`src/rtl/mem_wb_stage.sv`:
```
// Memory-access / writeback stage: takes one execute result at a time, runs an optional
// data-memory load or store, and issues a single-cycle register-file write strobe.
module mem_wb_stage #(
  parameter int WORD_SIZE = 32,
  parameter int ADDR_W    = 8,
  parameter int TIMEOUT   = 15
) (
  input  logic                 clk,
  input  logic                 rst,
  input  logic                 ex_valid,
  output logic                 ex_ready,
  input  logic [1:0]           ex_op,
  input  logic [4:0]           ex_rd,
  input  logic [WORD_SIZE-1:0] ex_result,
  input  logic [WORD_SIZE-1:0] ex_store_data,
  output logic                 mem_req,
  output logic                 mem_we,
  output logic [ADDR_W-1:0]    mem_addr,
  output logic [WORD_SIZE-1:0] mem_wdata,
  input  logic [WORD_SIZE-1:0] mem_rdata,
  input  logic                 mem_ack,
  output logic                 wb_en,
  output logic [4:0]           wb_rd,
  output logic [WORD_SIZE-1:0] wb_data,
  output logic                 mem_err,
  output logic                 busy
);

  localparam logic [1:0] OP_NONE  = 2'b00;
  localparam logic [1:0] OP_ALU   = 2'b01;
  localparam logic [1:0] OP_LOAD  = 2'b10;
  localparam logic [1:0] OP_STORE = 2'b11;
  localparam int CNT_W = (TIMEOUT > 1) ? $clog2(TIMEOUT) : 1;

  typedef enum logic [1:0] {IDLE, ACCESS, WB} state_t;

  state_t           state;
  state_t           state_next;
  logic [CNT_W-1:0] wait_cnt;
  logic             timeout_hit;

  assign ex_ready    = (state == IDLE);
  assign busy        = (state != IDLE);
  assign timeout_hit = (wait_cnt == CNT_W'(TIMEOUT - 1));

  always_ff @(posedge clk) begin
    if (rst) state <= IDLE;
    else     state <= state_next;
  end

  always_comb begin
    state_next = state;
    case (state)
      IDLE: begin
        if (ex_valid) begin
          case (ex_op)
            OP_ALU:            state_next = WB;
            OP_LOAD, OP_STORE: state_next = ACCESS;
            default:           state_next = IDLE;
          endcase
        end
      end
      ACCESS: begin
        // An ack in the timeout cycle still completes the access.
        if (mem_ack)          state_next = mem_we ? IDLE : WB;
        else if (timeout_hit) state_next = IDLE;
      end
      default: state_next = IDLE;
    endcase
  end

  // Registered outputs; wb_en and mem_err default low so they pulse for one cycle.
  always_ff @(posedge clk) begin
    if (rst) begin
      wait_cnt  <= '0;
      mem_req   <= 1'b0;
      mem_we    <= 1'b0;
      mem_addr  <= '0;
      mem_wdata <= '0;
      wb_en     <= 1'b0;
      wb_rd     <= '0;
      wb_data   <= '0;
      mem_err   <= 1'b0;
    end else begin
      wb_en   <= 1'b0;
      mem_err <= 1'b0;
      case (state)
        IDLE: begin
          if (ex_valid) begin
            case (ex_op)
              OP_ALU: begin
                wb_rd   <= ex_rd;
                wb_data <= ex_result;
                wb_en   <= 1'b1;
              end
              OP_LOAD, OP_STORE: begin
                wb_rd    <= ex_rd;
                mem_req  <= 1'b1;
                mem_we   <= ex_op[0];
                mem_addr <= ex_result[ADDR_W-1:0];
                wait_cnt <= '0;
                if (ex_op == OP_STORE) mem_wdata <= ex_store_data;
              end
              default: ;
            endcase
          end
        end
        ACCESS: begin
          if (mem_ack) begin
            mem_req <= 1'b0;
            if (!mem_we) begin
              wb_data <= mem_rdata;
              wb_en   <= 1'b1;
            end
          end else if (timeout_hit) begin
            mem_req <= 1'b0;
            mem_err <= 1'b1;
          end else begin
            wait_cnt <= wait_cnt + CNT_W'(1);
          end
        end
        default: ;
      endcase
    end
  end

endmodule

```
`config.mk`:
```
export PLATFORM = sky130hd
export DESIGN_NAME = mem_wb_stage
export DESIGN_NICKNAME = d
export VERILOG_FILES = /design/src/rtl/mem_wb_stage.sv
export SDC_FILE = /design/constraint.sdc
export NUM_CORES = 1
export LEC_CHECK = 0
export ABC_AREA = 1
export BUFFER_PORTS_ARGS = -buffer_cell sky130_fd_sc_hd__buf_2
export CAP_MARGIN = 20
export CELL_PAD_IN_SITES_DETAIL_PLACEMENT = 1
export CELL_PAD_IN_SITES_GLOBAL_PLACEMENT = 1
export CORE_MARGIN = 4
export CORE_UTILIZATION = 30
export DETAILED_ROUTE_END_ITERATION = 10
export PLACE_DENSITY_LB_ADDON = 0.2
export RECOVER_POWER = 50
export SLEW_MARGIN = 0
export SYNTH_ARGS = -nofsm -noshare
export SYNTH_HDL_FRONTEND = slang
export SYNTH_SLANG_ARGS = --single-unit
```
`constraint.sdc`:
```
create_clock -name clk -period 3.69 [get_ports clk]
set_input_delay 0.5535 -clock clk [delete_from_list [all_inputs] [get_ports clk]]
set_output_delay 0.5535 -clock clk [all_outputs]
set_load 0.005 [all_outputs]
```
==> key figures <==
Placed design
  – PortBufs: 189
  – Dpl cells: 807
  – HPWL Detailed: 8.48 mm
  – GPL Wtd Cong: between 0.7 and 0.8

Final layout
  – Final net count: 785
  – Post-Layout Cell Count: roughly 820
  – Layout cells sized above 1: 22.3%
  – Ant. Diodes: 0
  – P&R area growth vs syn: 33.9%

Timing
  – Final count of negative-setup-slack endpoints: 0
  – Setup TNS: 0 ps
  – Worst Skew: 5.88 ps
  – Worst relative slew slack: 19.8%
  – Max-slew violation count: 0
  – RSZ-0062 raised after global routing: false
  – Crit share post-route: between 60% and 70%
  – Worst-Margin Slew: 1200 ps
  – Clock period minus worst slack: 2460 ps
  – FMAX: roughly 410 MHz
  – WHS: 404 ps
  – Fin. Hold Viols: 0

Drt
  – DRT iter0 DRCs: 236
  – DRT Pass-1 Iters: 4
  – Met1 wire length: 5.12 mm
  – Top sig layer: met5
  – Met2 Routed Length: roughly 5.5 mm
  – Via density: around 4.7
  – Total Wirelength: 11.7 mm
  – Vias: 3845
  – Routed Antenna Nets: 0
  – Met3 WL: approximately 930 um
  – Remaining DRCs: 0
  – Routed wire per std cell: approximately 14 um

Min path
  – Hold path startpoint: mem_ack
  – Hold path cells: 2
  – HP Class: in2reg
  – Hold endpoint: mem_err

Yosys
  – Synth top area share: 48.9%
  – Synthesized area per cell: 7.04 um2
  – Distinct cells, synth: 20
  – Sequential area share after synthesis: 48.9%
  – Asr flop ratio synth: 0%
  – Yosys warnings: 0
  – Most area-hungry cell type in the Yosys netlist: dfxtp_1
  – Syn Std Cell Area: 3560 um2
  – Net Count, Synth: 615
  – Top-count cell post-synth: nand2_1
  – Synth Flop Type: dfxtp_1
  – EDFF count, synth: 0
  – Most instantiated cells after synthesis: 154 x nand2_1, 87 x dfxtp_1, 78 x nor2_1
  – Cells after synthesis: 506
  – Seq cells post-synth: 87
  – Main area contributors after synthesis: dfxtp_1 49%, nand2_1 16%, nor2_1 8.2%

Power
  – Power density cells: 454 nW/um2
  – Leakage power: 0.00221 uW
  – Worst VDD drop: 0.175 mV
  – Total power: between 2000 and 2500 uW

Critical path
  – Arr. time, crit path: ~2700 ps
  – Crit start category: flop
  – CP endpoint kind: flop
  – R2R depth: 6
  – R2R setup slack: 1230 ps
  – Critical-path maximum fanout: 41
  – Reg2reg end: mem_wdata[0]
  – Worst EP required: 3890 ps
  – Setup CP Type: reg2reg
  – RR Startpoint: state[1]

GRT
  – Vias in the first global route: around 4000
  – Initial antenna violation count: 1
  – First-pass GRT wire length: 18.6 mm
  – Global route overflow: 0
  – Total GRT Usage: 17.1%
  – Largest net degree at the start of global routing: 48

CTS
  – CTS Buf Count: 9
  – Clock Sink Count: a little under 90
  – Post-CTS Setup Bufs: 0
  – H-tree levels: 3
  – CTS root buf: clkbuf_16
  – Clock buffer depth: 2
  – Reg clk slew, reported paths: 60 ps
  – Cts hold-fix bufs: 0
  – CTS tree: done
  – Clk Latency, worst-skew pair: 340 ps
  – Post-CTS resize count: 0

Floorplanning
  – # rows: 39
  – Initial Util: a little under a third
  – Die Wd: 117 um
  – Total core area: ~12000 um2
  – Die area: 13700 um2
  – DIE HEIGHT: 117 um
  – Ports: 190

Run
  – Max Cap Violations: 0

Status
  – Status: finished clean
where the power goes:
part | leakage, uW | switching [uW] | total [uW] | internal, uW
logic | 0.00137 | 177 | 297 | 120
registers | 0.000710 | 30.1 | 1020 | 993
clock network | 0.000129 | 383 | 843 | 460
logic make-up after synthesis:
family | Yosys count | synth area share, %
compound gates | 90 | 12.9
fa+ha+maj | 2 | 0.703
flops | 87 | 48.9
simple gates | 277 | 31.4
xor+xnor | 1 | 0.246
buf+inv | 49 | 5.83
layout by cell type (no fill, tap or decap), drive strengths merged:
cell	count
dfxtp	87
o211ai	1
ha	2
nor4	1
o21ai	40
clkinv	3
nand2	157
nand3	38
nor2	80
nand4	1
xnor2	1
a21oi	49
clkinvlp	2
inv	17
clkbuf	71
buf	131
critical path, cell delays in order (launching register included):
cell     delay (ps)
dfxtp_1         380
nor2_4          180
nand3_2         270
inv_2           620
nand2_2         570
nand2_1         210
a21oi_1          80
layer usage:
layer / track usage, % / vias to the layer above
met4: 7.34 / 2
met5: 0 / -
met1: 21.2 / 1752
met2: 28.1 / 123
li1: - / 1955
met3: 4.63 / 13
flip-flops by register name, indices dropped and copies added, names as in the netlist:
name,count
mem_wdata,32
wb_data,32
mem_addr,8
wb_rd,5
wait_cnt,4
state,2
mem_err,1
mem_req,1
mem_we,1
wb_en,1
per-stage QoR:
stage / cell area [um2] / worst slack [ps] / utilization [%]
2_1_floorplan: 3560 / 2190 / -
3_3_place_gp: 4550 / 1090 / 39.5
3_5_place_dp: 4550 / 1050 / 39.5
4_1_cts: 4830 / 1200 / 41.9
5_1_grt: 4770 / 902 / 41.4
6_report: 4770 / 1230 / 41.4
layout make-up:
cell class	instances	area, um2
Sequential cell	87	1740
Multi-Input combinational cell	370	1600
Fill cell	1544	6750
Clock inverter	6	46.3
Tap cell	143	179
Timing Repair Buffer	192	910
Clock buffer	10	229
Inverter	16	60.1
how the worst max path moves through the flow:
stage | from | endpoint | depth (start not counted)
after global placement | ex_op[0] | wb_data[4] | 6
after global routing | state[1] | mem_wdata[18] | 6
final | state[1] | mem_wdata[0] | 6
after detailed placement | ex_op[0] | wb_data[1] | 6
after CTS | state[1] | mem_wdata[18] | 6
after floorplan | ex_op[0] | wb_data[0] | 7
Power figures use the tool's default switching activity.
